<file path="config.mk">
export PLATFORM = sky130hd
export DESIGN_NAME = traffic_phase_decoder
export DESIGN_NICKNAME = d
export VERILOG_FILES = /design/src/rtl/traffic_phase_decoder.sv
export SDC_FILE = /design/constraint.sdc
export NUM_CORES = 1
export LEC_CHECK = 0
export CORE_ASPECT_RATIO = 0.8
export CORE_UTILIZATION = 45
export CTS_CLUSTER_DIAMETER = 200
export DETAILED_ROUTE_END_ITERATION = 8
export GPL_TIMING_DRIVEN = 0
export PLACE_DENSITY = 0.73
export RECOVER_POWER = 100
export SYNTH_ARGS = -nofsm -noshare
export SYNTH_HDL_FRONTEND = slang
export SYNTH_SLANG_ARGS = --single-unit
</file>
<file path="constraint.sdc">
create_clock -name clk -period 4.4 [get_ports clk]
set_input_delay 1.32 -clock clk [delete_from_list [all_inputs] [get_ports clk]]
set_output_delay 1.32 -clock clk [all_outputs]
set_load 0.01 [all_outputs]
</file>
<file path="src/rtl/traffic_phase_decoder.sv">
// traffic_phase_decoder
//
// Registered binary-to-one-hot phase decoder with an autonomous sequencing mode.
// The decoder sits between the controller FSM and the lamp drivers.
// In direct mode, the FSM picks the phase on sel.
// In auto mode, this block steps through the phases itself, holding each one for
// dwell+1 enabled cycles.
//
// Optional feature, selected by the macro TRAFFIC_PHASE_GAP_EN:
//   When the macro is defined, every auto-mode advance inserts one all-red
//   clearance cycle. In that cycle out=0 and gap=1, and phase already shows the
//   new index.
//   When the macro is undefined, gap is constant 0.
//
// Parameters:
//   SEL_W   - phase index width
//   OUT_N   - number of one-hot outputs (derived, do not override)
//   DWELL_W - dwell counter width
// Ports:
//   clk        - rising-edge clock
//   rst_n      - asynchronous active-low reset
//   en         - block enable; 0 freezes state and blanks out
//   mode       - 0 = direct decode of sel, 1 = auto sequencing
//   sel        - phase index (direct mode and load)
//   dwell      - per-phase hold count (phase lasts dwell+1 cycles)
//   load       - force phase to sel and restart the dwell count
//   out        - registered one-hot lamp-group enables
//   phase      - registered current phase index
//   phase_done - one-cycle pulse on each auto-mode advance
//   gap        - clearance-interval flag
module traffic_phase_decoder #(
    parameter int unsigned SEL_W   = 2,
    parameter int unsigned OUT_N   = 2 ** SEL_W,
    parameter int unsigned DWELL_W = 8
) (
    input  logic               clk,
    input  logic               rst_n,
    input  logic               en,
    input  logic               mode,
    input  logic [SEL_W-1:0]   sel,
    input  logic [DWELL_W-1:0] dwell,
    input  logic               load,
    output logic [OUT_N-1:0]   out,
    output logic [SEL_W-1:0]   phase,
    output logic               phase_done,
    output logic               gap
);

`ifdef TRAFFIC_PHASE_GAP_EN
    localparam bit GapEn = 1'b1;
`else
    localparam bit GapEn = 1'b0;
`endif

    logic [SEL_W-1:0]   phase_q, phase_d;
    logic [DWELL_W-1:0] cnt_q, cnt_d;
    logic               gap_q, gap_d;
    logic               done_q, done_d;
    logic [OUT_N-1:0]   out_q, out_d;

    always_comb begin
        phase_d = phase_q;
        cnt_d   = cnt_q;
        gap_d   = gap_q;
        done_d  = 1'b0;
        out_d   = '0;

        if (!en) begin
            // Frozen: phase, cnt and gap hold; outputs blank.
        end else if (load || !mode) begin
            phase_d = sel;
            cnt_d   = dwell;
            gap_d   = 1'b0;
        end else if (GapEn && gap_q) begin
            // Clearance cycle is over. The reloaded dwell count starts only now.
            gap_d = 1'b0;
        end else if (cnt_q != '0) begin
            cnt_d = cnt_q - DWELL_W'(1);
        end else begin
            // OUT_N is a power of two, so the natural wrap gives modulo OUT_N.
            phase_d = phase_q + SEL_W'(1);
            cnt_d   = dwell;
            done_d  = 1'b1;
            gap_d   = GapEn;
        end

        if (en && !gap_d) begin
            out_d[phase_d] = 1'b1;
        end
    end

    always_ff @(posedge clk or negedge rst_n) begin
        if (!rst_n) begin
            phase_q <= '0;
            cnt_q   <= '0;
            gap_q   <= 1'b0;
            done_q  <= 1'b0;
            out_q   <= '0;
        end else begin
            phase_q <= phase_d;
            cnt_q   <= cnt_d;
            gap_q   <= gap_d;
            done_q  <= done_d;
            out_q   <= out_d;
        end
    end

    assign out        = out_q;
    assign phase      = phase_q;
    assign phase_done = done_q;
    assign gap        = gap_q;

endmodule

</file>
==> run_results.csv, run 1 <==
group,metric,value,unit
status,status,"completed",
floorplanning,die_h,42.55,µm
synthesis,synth_area,924.6,µm²
setup_path,worstSetupEndpointType,"flop",
routing,wl,2035,µm
cts,cts-buffers-inserted,3,
cells_and_area,finish.instance_area,0.001192,mm²
timing,fin_tns_setup,0,ps
synthesis,yosysTopAreaCell,"dfrtp_1",
routing,via_per_inst,5.614,
timing,tightest_slew,1144,ps
setup_path,crit_fanout,10,
cts,path_clk_slew,110,ps
power_and_ir_drop,power.total,370.6,µW
power_and_ir_drop,power.density,310.8,mW/mm²
power_and_ir_drop,swShare,0.3029,
setup_path,required,4640,ps
cells_and_area,drive_above_1_share,0.08264,
placed_design,dp_hpwl,1467,µm
routing,wire_per_inst,14.03,µm
timing,hold_violations,0,
cts,cts_root_buffer,"clkbuf_4",
timing,setup_viol,0,
floorplanning,die_w,52.68,µm
synthesis,ys_types,40,
grt,grt-ovfl-total,0,
cells_and_area,num-fill-cells,172,
floorplanning,core_area,0.001909,mm²
grt,track_usage,0.2100,
setup_path,rr_endpoint,"out[0]",
power_and_ir_drop,intPower,258.3,µW
grt,grt_pass1_vias,784,
power_and_ir_drop,seqPwrFrac,0.482,
timing,post-route-period-util,0.7369,
grt,grt_max_degree,17,
routing,via_count,814,
placed_design,gp_congestion,0.7995,
power_and_ir_drop,power_switching,112.3,µW
routing,ant_nets,0,
setup_path,startpoint_type,"input port",
routing,remaining_drc_errors,0,
floorplanning,ioPinCount,23,
synthesis,yosys.cell_count.top_type,"dfrtp_1",
timing,maxClockFrequency,308.4,MHz
setup_path,crit_type,"input port to flop",
synthesis,syn-mean-instance-area,9.632,µm²
synthesis,synth_common_cells,"dfrtp_1 (16), inv_1 (6), nand2_1 (6), o21ai_0 (6)",
grt,grt_first_pass_wirelength,3470,µm
power_and_ir_drop,ir_drop,192.3,µV
placed_design,io_buffers,21,
synthesis,syn-num-nets,113,
cts,cts_resized,0,
setup_path,crit_start,"mode",
cts,cts.sinks,16,
timing,rsz0062_at_grt,"false",
synthesis,yosysSeqAreaShare,0.4330,
power_and_ir_drop,leakagePower,0.0005168,µW
timing,min_period,3242,ps
timing,slew_headroom,0.2295,
run,drv_cap,0,
min_path,min_path_type,"flop to flop",
routing,drtIter0Drc,14,
synthesis,synth_top_flop_cell,"dfrtp_1",
setup_path,cp-endpoint,"out[3]",
synthesis,synth_edf_count,0,
cts,h-tree-depth,1,
power_and_ir_drop,clkPwrFrac,0.282,
floorplanning,row_count,14,
setup_path,r2r_cells,7,
synthesis,ys_async_sr_fraction,1.000,
cells_and_area,final_nets,139,
grt,antenna_found_initial,0,
floorplanning,start_util,0.4843,
setup_path,r2r-start,"cnt_q[0]",
synthesis,synthTopCellsByArea,"dfrtp_1 (43%), o21ai_0 (3.2%), ha_1 (2.7%), nand2b_1 (2.7%), nand3_1 (2.7%)",
power_and_ir_drop,p_comb_frac,0.236,
cts,post-cts-setup-buffers,0,
setup_path,worstPathArrival,3480,ps
floorplanning,dieArea,0.002241,mm²
cells_and_area,syn2layout_area_growth,28.96,%
synthesis,yosysTopAreaCellShare,0.4330,
timing,skew,7.232,ps
placed_design,placed_area,0.001165,mm²
cts,clock_latency,300,ps
cts,cts_tree,"built",
routing,first_pass_iters,4,
synthesis,synth_seq_cells,16,
cts,clock_path_buffers,2,
cts,hold_buffers,0,
synthesis,synth_cells,96,
setup_path,rrSetupSlack,1520,ps
cells_and_area,antenna_cells,0,
timing,finalMaxSlewViolations,0,
synthesis,ys.warnings.count,0,
sequential cells by signal (all words and copies together) (netlist names):
| name | cells |
|---|---|
| phase_done | 1 |
| cnt_q | 8 |
| gap | 1 |
| out | 4 |
| phase | 2 |
placed cells by master (no fill, tap or decap), drive strengths merged, types with 2 or more instances in the layout:
| cell | instances |
|---|---|
| nand3 | 5 |
| dlygate4sd3 | 10 |
| dfrtp | 16 |
| ha | 2 |
| nand2b | 4 |
| or3b | 2 |
| a221o | 2 |
| nor2 | 5 |
| nor2b | 2 |
| clkdlybuf4s50 | 11 |
| nand2 | 6 |
| o211ai | 3 |
| o21ai | 7 |
| a22oi | 2 |
| clkbuf | 8 |
| inv | 6 |
| nor4 | 4 |
| a21oi | 4 |
stage by stage:
step	utilization	instances	hold slack, ps	setup WS [ps]
after global placement	0.6101	141	544.7	897.3
after global routing	0.6245	145	622.9	1031
final	0.6245	145	572.2	1158
after CTS	0.6291	145	569.7	1228
after floorplan	-	96	536.4	1671
after detailed placement	0.6101	141	550.2	931.9
routing by layer:
metal,up-vias,global-route usage,part of all wire
met2,18,0.3165,0.44
met1,387,0.2993,0.52
met5,-,0,0
li1,409,-,-
met3,0,0.06522,0.042
met4,0,0.03158,0
critical path, stage by stage:
cell and delay (ps):
dlygate4sd3_1 570, nor2b_1 420, o21ai_0 540, a21boi_0 440, o211a_1 180
cells by family (layout without fill, tap and decap cells):
logic type | count (synthesis) | in the layout | share of synthesized area
DFF | 16 | 16 | 0.4330
and+or+nand+nor | 37 | 37 | 0.2409
muxes | 1 | 1 | 0.01083
adders and majority gates | 2 | 2 | 0.02706
buffers and inverters | 12 | 37 | 0.05005
AOI/OAI and AO/OA | 28 | 28 | 0.2382
cell type report:
cell class	count	area (µm²)	area share
tap	24	30.03	0.02518
clock buffer	4	36.28	0.03043
multi-input combinational	68	469.2	0.3935
timing repair buffer	21	210.2	0.1763
sequential	16	400.4	0.3358
buffer	5	20.02	0.01679
inverter	7	26.28	0.02204
power by group through the flow:
stage          clock network [µW]  logic (µW)  registers (µW)
2_1_floorplan                   0        51.9             180
3_3_place_gp                    0        89.9             181
3_5_place_dp                    0        91.3             182
4_1_cts                       105        91.9             179
5_1_grt                       110        97.6             181
6_report                      104        87.5             179
worst min path at each step:
stage,slack [ps],cells after the start,to,from
after global placement,540,1,gap,gap
after global routing,620,1,gap,gap
after floorplan,540,2,cnt_q[1],cnt_q[1]
final,570,1,gap,gap
after detailed placement,550,1,gap,gap
after CTS,570,1,gap,gap
No activity file was read; power rests on OpenSTA's default activity.
==> run 2: changes to the inputs <==
- CORE_UTILIZATION: 45 -> 43
- clock period: 4.4 -> 2.88 ns (I/O delays scaled with it)
==> run_results.csv, run 2 (synthesis results as in run 1) <==
group,metric,value,unit
status,status,"completed",
floorplanning,core_area,0.001944,mm²
timing,rsz0062_at_grt,"false",
floorplanning,row_count,14,
run,drv_cap,0,
setup_path,cpPeakStageDelay,510,ps
grt,track_usage,0.2061,
timing,hold_violations,0,
placed_design,gp_congestion,0.7744,
cts,post-cts-setup-buffers,0,
min_path,min_from,"gap",
grt,grt_max_degree,17,
timing,slew_headroom,0.4875,
setup_path,crit_family,"buffers and inverters",
routing,wl,2015,µm
min_path,min_path_type,"flop to flop",
grt,antenna_found_initial,0,
grt,grt-ovfl-total,0,
grt,grt_pass1_vias,773,
routing,wire_per_inst,13.90,µm
setup_path,r2r_cells,8,
setup_path,required,3070,ps
min_path,hold-path-cell-count,1,
floorplanning,die_w,53.85,µm
routing,first_pass_iters,4,
cts,cts.sinks,16,
setup_path,worstSetupEndpointType,"flop",
timing,fin_ws,291.6,ps
cts,h-tree-depth,1,
setup_path,worstPathArrival,2780,ps
timing,maxClockFrequency,386.3,MHz
cts,cts_root_buffer,"clkbuf_4",
floorplanning,die_h,43.48,µm
power_and_ir_drop,ir_drop,282.8,µV
setup_path,path_buf_inv,2,
cells_and_area,antenna_cells,0,
floorplanning,ioPinCount,23,
timing,tightest_slew,766.3,ps
cells_and_area,largest-register,"cnt_q",
floorplanning,start_util,0.4755,
cts,cts_tree,"built",
cells_and_area,final_nets,139,
cells_and_area,drive_above_1_share,0.09091,
placed_design,dp_hpwl,1452,µm
power_and_ir_drop,leakagePower,0.0005175,µW
cells_and_area,layout_common_cells,"dfrtp_1 (16), clkdlybuf4s50_1 (12), dlygate4sd3_1 (9)",
cts,clock_path_buffers,2,
routing,remaining_drc_errors,0,
cts,path_clk_slew,100,ps
timing,setup_viol,0,
setup_path,rr_endpoint,"out[1]",
setup_path,cp_slowest_cell,"clkdlybuf4s50_1",
power_and_ir_drop,power.total,560.6,µW
setup_path,rrSetupSlack,630,ps
floorplanning,dieArea,0.002341,mm²
grt,grt_first_pass_wirelength,3456,µm
cells_and_area,final_common_cell,"dfrtp_1",
routing,drtIter0Drc,21,
cells_and_area,largest_reg_flops,8,
timing,skew,4.598,ps
cells_and_area,fin_cells,145,
placed_design,io_buffers,21,
timing,timing.hold.ws,564.6,ps
placed_design,dp_slack,-165.9,ps
timing,finalMaxSlewViolations,0,
routing,via_per_inst,5.648,
cts,clock_latency,290,ps
min_path,min_to,"gap",
setup_path,crit_chain,"clkdlybuf4s50_1, nor2b_2, o21a_4, clkbuf_1, nor2_1, a221o_1",
setup_path,crit_fanout,10,
setup_path,startpoint_type,"input port",
cts,cts-buffers-inserted,3,
setup_path,crit_type,"input port to flop",
setup_path,r2r-start,"cnt_q[0]",
placed_design,dp_cells,141,
routing,ant_nets,0,
cells_and_area,syn2layout_area_growth,28.96,%
power_and_ir_drop,power.density,470.1,mW/mm²
routing,via_count,819,
timing,post-route-period-util,0.8987,
timing,min_period,2588,ps
==> run 2: cell types whose count changed in the layout (fill, tap and decap cells not counted), sizes merged <==
cell | previous run | this run
dlygate4sd3 | 10 | 9
clkdlybuf4s50 | 11 | 12
==> run 2: metal layers <==
metal	vias up	track usage	part of all wire
met4	0	0.01579	0
met5	-	0	0
met1	386	0.2905	0.50
li1	408	-	-
met2	25	0.3160	0.43
met3	0	0.07368	0.071
==> run 2: how the worst max path moves through the flow <==
stage	startpoint	to	slack, ps	depth (start not counted)
after floorplan	en	cnt_q[5]	610	4
after global placement	mode	cnt_q[3]	-160	6
after detailed placement	mode	cnt_q[3]	-170	6
after CTS	mode	cnt_q[3]	170	6
after global routing	mode	cnt_q[3]	150	6
final	mode	cnt_q[3]	290	6
==> run 2: layout make-up <==
cell class | count | area [µm²]
Sequential cell | 16 | 400.4
Timing Repair Buffer | 21 | 210.2
Inverter | 7 | 26.28
Buffer | 5 | 20.02
Tap cell | 24 | 30.03
Clock buffer | 4 | 36.28
Fill cell | 178 | 752.0
Multi-Input combinational cell | 68 | 469.2
==> run 2: worst register-to-register path, stage by stage, from the launching register on <==
cell and delay (ps):
dfrtp_1 390, inv_1 120, ha_1 150, or3b_2 430
clkbuf_1 170, o21a_4 240, clkbuf_1 230, a21o_1 250
a211oi_1 180
==> run 2: timing repair <==
action	4_1_cts	5_1_grt
setup endpoints to repair	0	1
hold buffers	0	0
resized for setup	0	1
hold endpoints to repair	0	0
==> run 2: power breakdown <==
part	total (µW)	internal, µW	switching [µW]	leakage, µW
clock network	155	77.0	77.9	0.0000210
logic	133	68.5	64.8	0.000298
registers	272	249	23.3	0.000199
==> run 2: through the flow <==
| stage | TNS [ps] | utilization | cell area (µm²) |
|---|---|---|---|
| floorplan | 0 | - | 924.6 |
| global placement | -199.6 | 0.5991 | 1165 |
| detailed placement | -228.6 | 0.5991 | 1165 |
| CTS | 0 | 0.6178 | 1201 |
| global route | 0 | 0.6133 | 1192 |
| finish | 0 | 0.6133 | 1192 |
==> run 3: changes to the inputs <==
- CTS_CLUSTER_DIAMETER: 200 -> 40
- CTS_CLUSTER_SIZE: unset -> 14
==> results of run 3 <==
Final layout, timing and power as in run 2 (identical DEF).
==> variant, RTL diff (flow settings as in run 1) <==
The parameter `DWELL_W` goes from 8 to 10.
--- a/src/rtl/traffic_phase_decoder.sv
+++ b/src/rtl/traffic_phase_decoder.sv
@@ -32,5 +32,5 @@
     parameter int unsigned SEL_W   = 2,
     parameter int unsigned OUT_N   = 2 ** SEL_W,
-    parameter int unsigned DWELL_W = 8
+    parameter int unsigned DWELL_W = 10
 ) (
     input  logic               clk,
Interface: changed (resized dwell); port bits go from 23 to 25. No check against the original RTL was run, so the function may have changed too.
==> variant against run 1 <==
The flow now finishes with violations (design-rule violations); power increased by 13%; cell count up 18%; clock power up 4%; critical path depth rose by 1; wire length rose by 29%; register-to-register slack improved by 520 ps; area after synthesis up 22%; final area up 18%; sequential cell count up 2; first-iteration DRC count grew to 5.1 times the old value; non-clock buffer count grew 4; via count is 25% higher; worst setup slack worse by 120 ps; critical endpoint is now cnt_q[4]; largest power group unchanged.
==> variant: results (changes against run 1) <==
----------------------------------------------------
[Status]
  Status ... finished, violations left
  Violations in the final reports ... design-rule violations

[Power]
  Maximum VDD drop ... 0.000212 V (+10%)
  Static leakage power ... 0.585 nW (+13%)

[Placed design]
  Number of input and output port buffers inserted ... 24 (+14%)
  Placer Congestion ... 0.806 (+0.78%)
  Hpwl dp ... 1880 um (+28%)
  Placed instance area ... 1400 um^2 (+20%)
  Place WS ... 1210 ps (+281 ps)

[Yosys]
  Post-synthesis net count ... 136 (+20%)
  Cell types occupying the most area after synthesis ... dfrtp_1 (40%), a21oi_1 (2.7%), mux2i_1 (2.7%)
  Sequential element share of the synthesized area ... 0.401 (-0.0321)
  Cells after synthesis ... 118 (+23%)
  Number of library cell types mapped by synthesis ... 47 (+18%)

[Finish]
  Net count reported at finish ... 165 (+19%)
  Max reg flops ... 10 (+2)
  Layout cells sized above 1 ... 0.0822 (-0.000453)

[Routing]
  Iter 0 DRT Violations ... 72 (+58)
  Vias per Instance ... 5.95 (+6.0%)
  Total wirelength of the detailed-routed design ... 2630 um (+29%)
  Number of iterations in the first detailed-routing pass ... 6 (+2)
  DRC violations left ... 1 (+1)
  Via count ... 1,018 (+25%)

[GRT]
  Largest net degree at the start of global routing ... 19 (+2)
  First-pass GRT wire length ... 4240 um (+22%)
  Tot GR Track Use ... 0.218 (+0.00831)
  Vias in the first global route ... 918 (+17%)

[Worst setup path]
  Max stage delay on crit path ... 800 ps (+230 ps)
  Crit path max-delay cell type ... a31oi_1
  Crit path arrival time ... 3580 ps (+100 ps)

[STA]
  Setup skew after layout ... 7.52 ps (+0.292 ps)
  Worst relative slew slack ... 0.322 (+0.0921)

----------------------------------------------------
[variant: cell count changes after synthesis, moves of 3 or more]
cell / change
nor2_1: +3
nand2b_1: -3
o22ai_1: +3
o21ai_1: +3
[variant: final timing paths]
path	from	end	slack, ps	cells after the start
max	load	cnt_q[4]	1040	6
min	cnt_q[6]	cnt_q[6]	570	1
max reg2reg	cnt_q[0]	cnt_q[4]	2040	6
min reg2reg	cnt_q[6]	cnt_q[6]	570	1
max in group asynchronous	rst_n	out[0]	2330	1
min in group asynchronous	rst_n	cnt_q[3]	1540	1
[variant: cell type report]
cell class                 instances  area (um^2)
fill                             204          850
multi-input combinational         87          594
sequential                        18          450
timing repair buffer              24          240
clock buffer                       4         36.3
tap                               25         31.3
inverter                           7         26.3
buffer                             6         23.8
[variant: layer usage]
layer / wire, um / vias up / track usage / part of all wire
met4: 40 / 0 / 0.0857 / 0.015
li1: - / 497 / - / -
met1: 1310 / 477 / 0.309 / 0.50
met5: 0 / - / 0 / 0
met2: 1100 / 40 / 0.313 / 0.42
met3: 177 / 4 / 0.0646 / 0.067
[variant: cell families after synthesis]
group | after synthesis | synth area share
flops | 18 | 0.401
compound gates | 40 | 0.263
mux | 4 | 0.0401
fa+ha+maj | 1 | 0.0111
buf+inv | 13 | 0.0445
simple gates | 42 | 0.241
[variant: power breakdown]
part | leakage (nW) | switching, mW | internal, mW
clock | 0.0210 | 0.0578 | 0.0506
sequential | 0.220 | 0.0220 | 0.183
combinational | 0.344 | 0.0531 | 0.0530
[variant: metrics by stage]
stage,hold slack [ps],utilization
2_1_floorplan,518,-
3_3_place_gp,552,0.619
3_5_place_dp,553,0.619
4_1_cts,579,0.636
5_1_grt,600,0.623
6_report,575,0.623
